### src/rtl/munoc_rle_packer_pkg.sv
// Run-length helpers shared by the munoc packer and the token comparator.
// Both ends take the count encoding from here so that they always agree.
package munoc_rle_packer_pkg;

   // What an offered beat does to the pending run.
   typedef enum logic [1:0] {
      ACT_START  = 2'd0,
      ACT_EXTEND = 2'd1,
      ACT_SPLIT  = 2'd2
   } rle_action_e;

   // Longest run that one token can carry.
   function automatic int unsigned rle_maxlen(input int unsigned bw_count, input bit zero_based);
      int unsigned full;
      full = 32'd1 << bw_count;
      return zero_based ? full : full - 32'd1;
   endfunction

   // Count field for a true run length; callers truncate it to their field width.
   function automatic int unsigned rle_encode(input int unsigned run_len, input bit zero_based);
      return zero_based ? run_len - 32'd1 : run_len;
   endfunction

endpackage

### src/rtl/munoc_rle_token_reg.sv
// One-entry valid/ready token register: it loads, holds while stalled, and clears once drained.
// The caller loads it only when the slot is free; enable=0 freezes it completely.
module munoc_rle_token_reg #(
   parameter int BW_DATA  = 32,
   parameter int BW_COUNT = 1
) (
   input  logic                clk,
   input  logic                rstnn,
   input  logic                enable,
   input  logic                load,
   input  logic [BW_DATA-1:0]  load_data,
   input  logic [BW_COUNT-1:0] load_count,
   output logic                out_valid,
   input  logic                out_ready,
   output logic [BW_DATA-1:0]  out_data,
   output logic [BW_COUNT-1:0] out_count
);

   always_ff @(posedge clk or negedge rstnn) begin
      if (!rstnn) begin
         out_valid <= 1'b0;
         out_data  <= '0;
         out_count <= '0;
      end else if (enable) begin
         if (load) begin
            out_valid <= 1'b1;
            out_data  <= load_data;
            out_count <= load_count;
         end else if (out_ready) begin
            out_valid <= 1'b0;
         end
      end
   end

endmodule

### src/rtl/munoc_rle_packer.sv
// Folds a raw beat stream into {count, data} run-length tokens.
// The pending run and the idle timer live here; finished tokens go to munoc_rle_token_reg.
module munoc_rle_packer
   import munoc_rle_packer_pkg::*;
#(
   parameter int BW_DATA      = 32,
   parameter int BW_COUNT     = 1,
   parameter int ZERO_BASED   = 0,
   parameter int IDLE_TIMEOUT = 0,
   parameter int BW_TIMER     = 8
) (
   input  logic                clk,
   input  logic                rstnn,
   input  logic                enable,
   input  logic                flush,
   input  logic                in_valid,
   output logic                in_ready,
   input  logic [BW_DATA-1:0]  in_data,
   output logic                out_valid,
   input  logic                out_ready,
   output logic [BW_DATA-1:0]  out_data,
   output logic [BW_COUNT-1:0] out_count,
   output logic                idle
);

   // One extra bit so that the zero-based maximum 2^BW_COUNT still fits.
   localparam int BW_LEN = BW_COUNT + 1;
   localparam bit ZB = (ZERO_BASED != 0);
   localparam logic [BW_LEN-1:0]   MAX_LEN     = BW_LEN'(rle_maxlen(BW_COUNT, ZB));
   localparam logic [BW_LEN-1:0]   LEN_ONE     = BW_LEN'(1);
   localparam logic [BW_TIMER-1:0] TIMEOUT_VAL = BW_TIMER'(IDLE_TIMEOUT);
   localparam logic [BW_TIMER-1:0] TIMER_ONE   = BW_TIMER'(1);

   logic                pvalid;
   logic [BW_DATA-1:0]  pdata;
   logic [BW_LEN-1:0]   plen;
   logic [BW_TIMER-1:0] timer;

   rle_action_e         action;
   logic                slot_free;
   logic                timeout_hit;
   logic                flush_eff;
   logic                accept;
   logic                emit;
   logic [BW_COUNT-1:0] emit_count;

   always_comb begin
      slot_free   = ~out_valid | out_ready;
      timeout_hit = (IDLE_TIMEOUT > 0) && pvalid && (timer == TIMEOUT_VAL);
      flush_eff   = flush | timeout_hit;

      action = ACT_SPLIT;
      if (!pvalid) begin
         action = ACT_START;
      end else if ((in_data == pdata) && (plen < MAX_LEN)) begin
         action = ACT_EXTEND;
      end

      // Only SPLIT needs the output slot, so EXTEND/START keep flowing under backpressure.
      in_ready   = rstnn & enable & ~flush_eff & ((action != ACT_SPLIT) | slot_free);
      accept     = in_valid & in_ready;
      emit       = enable & pvalid & slot_free & ((accept & (action == ACT_SPLIT)) | flush_eff);
      emit_count = BW_COUNT'(rle_encode(32'(plen), ZB));
   end

   always_ff @(posedge clk or negedge rstnn) begin
      if (!rstnn) begin
         pvalid <= 1'b0;
         pdata  <= '0;
         plen   <= '0;
         timer  <= '0;
      end else if (enable) begin
         if (accept) begin
            if (action == ACT_EXTEND) begin
               plen <= plen + LEN_ONE;
            end else begin
               pvalid <= 1'b1;
               pdata  <= in_data;
               plen   <= LEN_ONE;
            end
         end else if (emit) begin
            pvalid <= 1'b0;
            plen   <= '0;
         end

         // The timer saturates at the timeout so a stalled emission keeps retrying.
         if (accept || emit || !pvalid) begin
            timer <= '0;
         end else if (timer != TIMEOUT_VAL) begin
            timer <= timer + TIMER_ONE;
         end
      end
   end

   munoc_rle_token_reg #(
      .BW_DATA  (BW_DATA),
      .BW_COUNT (BW_COUNT)
   ) u_token_reg (
      .clk        (clk),
      .rstnn      (rstnn),
      .enable     (enable),
      .load       (emit),
      .load_data  (pdata),
      .load_count (emit_count),
      .out_valid  (out_valid),
      .out_ready  (out_ready),
      .out_data   (out_data),
      .out_count  (out_count)
   );

   assign idle = ~pvalid & ~out_valid;

endmodule

### config.mk
export PLATFORM = sky130hd
export DESIGN_NAME = munoc_rle_packer
export DESIGN_NICKNAME = d
export VERILOG_FILES = /design/src/rtl/munoc_rle_packer_pkg.sv /design/src/rtl/munoc_rle_token_reg.sv /design/src/rtl/munoc_rle_packer.sv
export SDC_FILE = /design/constraint.sdc
export NUM_CORES = 1
export LEC_CHECK = 0
export ABC_AREA = 1
export BUFFER_PORTS_ARGS = -buffer_cell sky130_fd_sc_hd__buf_2
export CORE_UTILIZATION = 55
export DETAILED_ROUTE_END_ITERATION = 8
export GPL_TIMING_DRIVEN = 0
export MAX_ROUTING_LAYER = met4
export PLACE_DENSITY = 0.88
export SLEW_MARGIN = 5
export SYNTH_ARGS = -nofsm -noshare
export SYNTH_HDL_FRONTEND = slang
export SYNTH_SLANG_ARGS = --single-unit
export TNS_END_PERCENT = 30
### constraint.sdc
create_clock -name clk -period 2.05 [get_ports clk]
set_input_delay 0.205 -clock clk [delete_from_list [all_inputs] [get_ports clk]]
set_output_delay 0.205 -clock clk [all_outputs]
set_load 0.005 [all_outputs]
## Word-level counts from Yosys, hierarchy flattened

Cells that the tools add are included.

- Register bits: 69
- Bits in latches: 0
- RAM bits: 0
- Memory bits (read-only): 0
- Input bits: 38
- Output and inout port bits: 36
- Word-level logic and storage cells: 47
- Memories kept: 0

- Add/sub/neg operators: 1
- Multiply operators: 0
- Divide/modulo/power cells: 0
- Magnitude comparators: 1
- Eq/ne operators: 5
- Shift-type cells: 0
- Mux-type cells: 10
- Bitwise logic cells: 16
- Reduce and logical (&&, ||, !) cells: 8

Operators with widths:

| kind | count |
|---|---|
| 32-bit equality test | 1 |
| 2-bit two-way mux | 5 |
| 1-bit AND | 9 |
| 2-bit AND reduction | 3 |
| 3-bit AND reduction | 2 |
| 1-bit two-way mux | 5 |
| 2-bit != test (second input constant) | 2 |
| 1-bit NOT | 4 |
| 2-bit nonzero test | 2 |
| 1-bit OR | 3 |
| 2-bit by 1-bit adder with 2-bit output (second input constant) | 1 |
| 2-bit by 1-bit equality test with 1-bit output (second input constant) | 1 |
| 2-bit equality test (second input constant) | 1 |
| 2-bit by 1-bit less-than comparator with 1-bit output (second input constant) | 1 |
| 1-bit logical AND | 1 |

## Longest topological paths before layout

Gate-level depths: netlist (run 1).

- Depth after elaboration: 13
- Mapped depth: 17
- Depth with buffers taken out: 16

## By module

Synthesis (run 1) repeated with hierarchy kept, for this count alone.

- Cells, all modules: 483
- Area, all modules: 3651.0 sq um

By module, submodules not included:

| module | instances | cells an instance | area an instance (sq um) | sequential area each (sq um) |
|---|---|---|---|---|
| munoc_rle_packer | 1 | 335 | 2228.4 | 875.8 |
| munoc_rle_token_reg | 1 | 148 | 1422.6 | 850.8 |

## Worst setup path before layout (run 1)

Ideal clock, no wire load.

- Path kind: flip-flop to flip-flop
- Start point: register pdata[25]
- End point: register u_token_reg.out_data[21]
- Setup time: 0.118 ns
- Data arrival time: 1.547 ns
- Data required time: 1.932 ns
- Slack: 0.385 ns
- Stages on the path, launching flop included: 14
- Buffers on the path: 1
- Period minus slack after synthesis: 1.665 ns
- Path through: dfrtp_1 > inv_1 > or2_1 > nand3_1 > nor2_1 > nand3_1 > nor2_2 > nor2_2 > nand4_1 > nand2_2 > nand2_4 > buf_6 > nand2_1 > o21ai_2

- Cells in the longest elaborated chain, start to end: 12
- Elaborated cells between the ends (all ways): 13
- Those cells by class: 3 x eq/ne; 2 x mux; 6 x bitwise; 2 x reduce/logical

Ends and longest elaborated chain:

| what | RTL line | source |
|---|---|---|
| from (decl) | munoc_rle_packer.sv:35 | `logic [BW_DATA-1:0] pdata;` |
| from (signal assigned) | munoc_rle_packer.sv:78 | `pdata <= in_data;` |
| 32-bit equality test * | munoc_rle_packer.sv:55 | `end else if ((in_data == pdata) && (plen < MAX_LEN)) begin` |
| 1-bit logical AND * | munoc_rle_packer.sv:55 |  |
| 2-bit two-way mux * | munoc_rle_packer.sv:55 |  |
| 2-bit two-way mux * | munoc_rle_packer.sv:53 | `if (!pvalid) begin` |
| 2-bit != test | munoc_rle_packer.sv:60 | `in_ready = rstnn & enable & ~flush_eff & ((action != ACT_SPLIT) \| slot_free);` |
| 1-bit OR | munoc_rle_packer.sv:60 |  |
| 1-bit AND | munoc_rle_packer.sv:60 |  |
| 1-bit AND | munoc_rle_packer.sv:61 | `accept = in_valid & in_ready;` |
| 1-bit AND * | munoc_rle_packer.sv:62 | `emit = enable & pvalid & slot_free & ((accept & (action == ACT_SPLIT)) \| flush_eff);` |
| 1-bit OR * | munoc_rle_packer.sv:62 |  |
| 1-bit AND * | munoc_rle_packer.sv:62 |  |
| 2-bit AND reduction (no source line) * | n/a |  |
| to (signal assigned) | munoc_rle_token_reg.sv:27 | `out_data <= load_data;` |
| to (decl) | munoc_rle_token_reg.sv:15 | `output logic [BW_DATA-1:0] out_data,` |

Every way passes the cells marked *; elsewhere a longest branch is shown, timed or not.
A chain may end at the register's enable or synchronous reset.

## Worst setup path after layout (run 1)

- Start point: register pdata[2]
- End point: output in_ready

- Cells in the longest elaborated chain, start to end: 7

Ends and longest elaborated chain:

| what | RTL line | source |
|---|---|---|
| 32-bit equality test | munoc_rle_packer.sv:55 |  |
| 1-bit logical AND | munoc_rle_packer.sv:55 |  |
| 2-bit two-way mux | munoc_rle_packer.sv:55 |  |
| 2-bit two-way mux | munoc_rle_packer.sv:53 |  |
| 2-bit != test | munoc_rle_packer.sv:60 |  |
| 1-bit OR | munoc_rle_packer.sv:60 |  |
| 1-bit AND | munoc_rle_packer.sv:60 |  |
| to (decl) | munoc_rle_packer.sv:17 | `output logic in_ready,` |

No other way between the ends.

==> results of run 1 <==
-- cell usage in the layout, fill, tap and decap left out, types with 9 or more instances in the layout --
| cell type | netlist | layout |
|---|---|---|
| nand2_1 | 224 | 206 |
| buf_2 | 0 | 71 |
| inv_1 | 50 | 47 |
| o21ai_1 | 24 | 24 |
| buf_6 | 12 | 9 |
| nand4_1 | 9 | 9 |
| buf_4 | 0 | 23 |
| nand2_2 | 3 | 19 |
| nor2_1 | 20 | 16 |
| clkbuf_8 | 0 | 12 |
| inv_2 | 8 | 11 |
| nand3_1 | 17 | 17 |
| dfrtp_1 | 69 | 69 |
-- state kept, by name, summed over array words and instances (netlist names) --
register	cells
u_token_reg.out_count	1
pvalid	1
plen	2
pdata	32
u_token_reg.out_data	32
u_token_reg.out_valid	1
-- layer usage --
metal  GRT usage (%)  wire, um  up-vias
met3            5.82       832       48
li1                -         -     1647
met5               -         0        -
met1            36.3      4060     1681
met2            44.1      4820      227
met4            14.4       350        0
-- cell families (layout without fill, tap and decap cells) --
| group | Yosys count | count (layout) | share of synthesized area (%) |
|---|---|---|---|
| AND/OR/NAND/NOR | 292 | 292 | 34.4 |
| AO/OA/AOI/OAI | 30 | 30 | 4.86 |
| buffers and inverters | 71 | 184 | 10.1 |
| adder cells (fa/ha/maj) | 1 | 1 | 0.352 |
| flip-flops | 69 | 69 | 48.6 |
| XOR/XNOR | 7 | 7 | 1.73 |
-- final timing paths --
kind                                                       from                                    to  slack (ps)
setup / recovery                           pdata[2]$_DFFE_PN0P_                              in_ready         -60
hold / removal                                            rstnn  u_token_reg.out_data[15]$_DFFE_PN0P_         -50
setup reg to reg                           pdata[3]$_DFFE_PN0P_                 pdata[29]$_DFFE_PN0P_         -60
hold reg to reg            u_token_reg.out_data[16]$_DFFE_PN0P_  u_token_reg.out_data[16]$_DFFE_PN0P_         470
max in group asynchronous                                 rstnn                 pdata[23]$_DFFE_PN0P_        1510
min in group clk                                     in_data[8]                  pdata[8]$_DFFE_PN0P_          80
-- critical path, cell delays in order (launching register included) --
cell and delay (ps):
dfrtp_1 390, inv_2 50, nand2_1 110, nand2_1 100
nor2_2 130, nand2_1 60, nor2_1 80, nand3_1 120
nor2_2 140, nor2_2 60, nand2_2 70, nand2_4 60
inv_4 70, buf_6 90
-- timing repair --
action | in CTS | in global routing
resized for setup | 2 | 43
pin swaps | 1 | 20
setup endpoints to repair | 6 | 70
buffers inserted | 2 | 17
gates cloned | 0 | 5
-- area by class of cell --
cell class                 instances  area, um2  share of cell area (%)
buffer                            12        150                    3.27
clock buffer                      13        169                    3.68
clock inverter                     3       42.5                   0.926
inverter                          59        224                    4.88
multi-input combinational        330       1600                    34.8
sequential                        69       1730                    37.6
tap                               75       93.8                    2.04
timing repair buffer              97        589                    12.8
-- power by group through the flow --
stage / Sequential (mW) / Clock (mW) / Combinational (mW)
after global placement: 2.09 / 0 / 1.38
after CTS: 2.10 / 1.18 / 1.46
after floorplan: 2.12 / 0 / 0.801
after global routing: 2.16 / 1.25 / 1.88
after detailed placement: 2.12 / 0 / 1.44
final: 2.12 / 1.19 / 1.68
==> impl_metrics.ini, run 1 <==
[status]
status = finished, violations left
failed_checks = negative hold slack, negative setup slack

[global_routing]
grt_start_max_net_pins = 71
grt_pass1_wl_mm = 13.8
grt_overflow = 0
grt_pass1_vias = 3027
grt_antenna_before_repair = 0
track_usage_pct = 28.8

[sta]
setup_violations = 33
max_freq_ghz = 0.474
fin_ws_ps = -59.0
relSlewSlack_pct = 41.7
timing.hold.ws_ps = -46.8
final.min_clock_period_ps = 2110
report.final.hold_viol_count = 61
finalMaxSlewViolations = 0
rsz0062_at_grt = yes
skew_ps = 10.2
tns_ps = -1020
period_share_pct = 103
tightest_slew_ps = 874

[cells_and_area]
num-nets-final = 617
drive_gt1_share_pct = 30.5
design_area_mm2 = 0.00459
antennaDiodeCount = 0
fin_cells = 658
syn_to_final_growth_pct = 29.3
fillers = 409
fin_util_pct = 75.8

[place]
placed_cell_area_mm2 = 0.00401
io_buffer_count = 73
gp_congestion = 0.878
dp_cells = 618
place_ws_ps = -131
place_hpwl_mm = 6.26

[setup_path]
critPathKind = register to output port
worst_ep_arrival_time_ps = 1900
cp.required_ps = 1850
critPathMaxFanout = 3
setup.worst_path.start_class = register
end_kind = output port
rr_worst_depth = 11

[cts]
cts_hold_buf = 0
clockBufferDepth = 2
cts.htree.levels = 3
cts_buffers = 9
cts_root_buffer = clkbuf_8
cts.clk_slew.worst_paths_ps = 80
worstSkewPairLatency_ps = 360
cts.sinks = 69
cts_tree = done

[synth]
yosysSeqAreaShare_pct = 48.6
synth_most_common_cell = nand2_1
synth_area_leaders = dfrtp_1, nand2_1, inv_1
syn-cell-area_mm2 = 0.00355
synth_edf_count = 0
synthFlopType = dfrtp_1
yosys.area.top_type_share_pct = 48.6
syn_nets = 509
syn_avg_cell_area_um2 = 7.56
synthesis.instances = 470
ys_warn_count = 0
ys_ff_latch = 69
synth_cell_type_count = 25
synth_top_cell_by_area = dfrtp_1
ys_async_sr_fraction_pct = 100
yosys-top-cells-count = nand2_1, dfrtp_1, inv_1

[power_and_ir_drop]
switching_share_pct = 35.2
internal_power_mw = 3.23
power.total_mw = 4.98
p_clk_share_pct = 23.9
ir_drop_mv = 0.644
p_per_area_mw_per_mm2 = 1090
switching_power_mw = 1.75
combPwrFrac_pct = 33.7
share_seq_of_total_power_pct = 42.5
leakage_nw = 2.64

[routing]
first_iter_violations = 379
first_pass_iters = 5
routedWlPerCell_um = 15.3
ant_nets = 0
drcViolationCount = 0
routed_wl_mm = 10.1
viasPerCell = 5.48
route.vias.total = 3603

[die]
die_area_mm2 = 0.00678
ios = 74
rows = 28
start_util_pct = 58.6
die_x_um = 82.4
die_h_um = 82.4
core-area_mm2 = 0.00606

[hold_path]
hold_class = input pin to asynchronous set/reset pin

[run]
drv_cap = 0
Power figures use the tool's default switching activity.
==> run 2, diff against run 1 <==
==> constraint.sdc (replaced) <==
create_clock -name clk -period 2.05 [get_ports clk]
set_input_delay 0.41 -clock clk [delete_from_list [all_inputs] [get_ports clk]]
set_output_delay 0.41 -clock clk [all_outputs]
set_load 0.005 [all_outputs]
==> impl_metrics.ini, run 2 (synthesis gave the netlist of run 1 again) <==
[power_and_ir_drop]
leakage_nw = 2.62
p_per_area_mw_per_mm2 = 1090
power.total_mw = 4.95
ir_drop_mv = 0.695

[cells_and_area]
fin_cells = 665
reg.largest.list = pdata x32, u_token_reg.out_data x32, plen x2
fin_util_pct = 75.2
final_common_cell = nand2_1
antennaDiodeCount = 0
syn_to_final_growth_pct = 28.3
most-common-layout-cells = nand2_1, buf_2, dfrtp_1
drive_gt1_share_pct = 31.5
num-nets-final = 624
design_area_mm2 = 0.00456
fillers = 422

[die]
die_h_um = 82.4
ios = 74
core-area_mm2 = 0.00606
die_area_mm2 = 0.00678
rows = 28
start_util_pct = 58.6
die_x_um = 82.4

[setup_path]
worst_ep_arrival_time_ps = 1800
setup.worst_path.start_class = register
end_kind = output port
critPathKind = register to output port
cp.required_ps = 1640
critPathMaxFanout = 3

[cts]
cts_buffers = 9
cts.sinks = 69
cts_tree = done
cts.htree.levels = 3
worstSkewPairLatency_ps = 360
cts.clk_slew.worst_paths_ps = 80
cts_root_buffer = clkbuf_8
clockBufferDepth = 2

[routing]
viasPerCell = 5.29
routed_wl_mm = 9.48
route.vias.total = 3517
first_iter_violations = 293
first_pass_iters = 5
ant_nets = 0
routedWlPerCell_um = 14.3
drcViolationCount = 0

[sta]
setup_violations = 55
tightest_slew_ps = 969
rsz0062_at_grt = yes
max_freq_ghz = 0.453
report.final.hold_viol_count = 0
period_share_pct = 108
final.min_clock_period_ps = 2210
finalMaxSlewViolations = 0
fin_ws_ps = -157
skew_ps = 9.32
relSlewSlack_pct = 34.9
tns_ps = -1230

[hold_path]
hold_class = input pin to asynchronous set/reset pin

[place]
place_hpwl_mm = 6.26
io_buffer_count = 73
placed_cell_area_mm2 = 0.00401
gp_congestion = 0.878
dp_cells = 618

[global_routing]
grt_overflow = 0
grt_start_max_net_pins = 71
grt_antenna_before_repair = 0
track_usage_pct = 30.2
grt_pass1_vias = 3159
grt_pass1_wl_mm = 14.4

[run]
drv_cap = 0

[status]
failed_checks = negative setup slack
status = finished, violations left
[run 2: changes by cell type in the layout (fill, tap and decap cells not counted), sizes merged]
| cell | delta |
|---|---|
| buf | +9 |
| clkbuf | -2 |
[run 2: cell type report]
| cell class | count | area (um2) | area share (%) |
|---|---|---|---|
| repair buffers | 104 | 611 | 13.4 |
| inverters | 59 | 224 | 4.91 |
| plain buffers | 12 | 135 | 2.96 |
| multi-input cells | 330 | 1560 | 34.1 |
| flip-flops and latches | 69 | 1730 | 37.9 |
| well taps | 75 | 93.8 | 2.06 |
| clock buffers | 13 | 169 | 3.71 |
| clock inverters | 3 | 42.5 | 0.933 |
[run 2: path summary, 6_finish.rpt]
| kind | from | end | slack [ps] | cells after the start |
|---|---|---|---|---|
| worst max-delay path | pdata[5]$_DFFE_PN0P_ | in_ready | -160 | 11 |
| worst min-delay path | rstnn | u_token_reg.out_data[15]$_DFFE_PN0P_ | 30 | 1 |
| worst max register to register | pdata[15]$_DFFE_PN0P_ | u_token_reg.out_data[15]$_DFFE_PN0P_ | -130 | 15 |
| worst min register to register | u_token_reg.out_data[16]$_DFFE_PN0P_ | u_token_reg.out_data[16]$_DFFE_PN0P_ | 470 | 2 |
| max in group asynchronous | rstnn | pdata[27]$_DFFE_PN0P_ | 1550 | 1 |
| min in group clk | in_data[26] | pdata[26]$_DFFE_PN0P_ | 280 | 3 |
[run 2: what timing repair did]
item | 4_1_cts | 5_1_grt
setup buffers | 21 | 9
gates resized for setup | 14 | 22
hold buffers | 0 | 0
gates cloned | 1 | 0
endpoints found under the setup margin | 7 | 70
pin swaps | 9 | 14
[run 2: where the power goes]
part / leakage, nW / internal (mW) / switching, mW
registers: 0.881 / 1.82 / 0.295
clock network: 0.106 / 0.660 / 0.525
logic: 1.63 / 0.767 / 0.888
total: 2.62 / 3.25 / 1.71
[run 2: per-stage QoR]
| step | setup WS, ps | hold WS [ps] |
|---|---|---|
| after CTS | -128 | 82.5 |
| after global placement | -760 | 453 |
| after detailed placement | -336 | 457 |
| after floorplan | 332 | 114 |
| final | -157 | 33.2 |
| after global routing | -263 | 84.7 |
[run 2: critical path, stage by stage, from the launching register on]
cell and delay (ps):
dfrtp_1 400, inv_1 90, nand2_1 80, nand4_1 140, nor2_1 160, nand3_1 100
nor2_2 130, nor2_2 60, nand2_2 80, nand2_4 60, inv_4 60, buf_6 80
[run 2: layer usage]
metal / GRT usage (%) / vias to the layer above / part of all wire [%]
met4: 14.9 / 0 / 2.7
met2: 47.0 / 175 / 49
met5: - / - / 0
met1: 37.8 / 1648 / 41
met3: 5.49 / 33 / 7.0
li1: - / 1661 / -
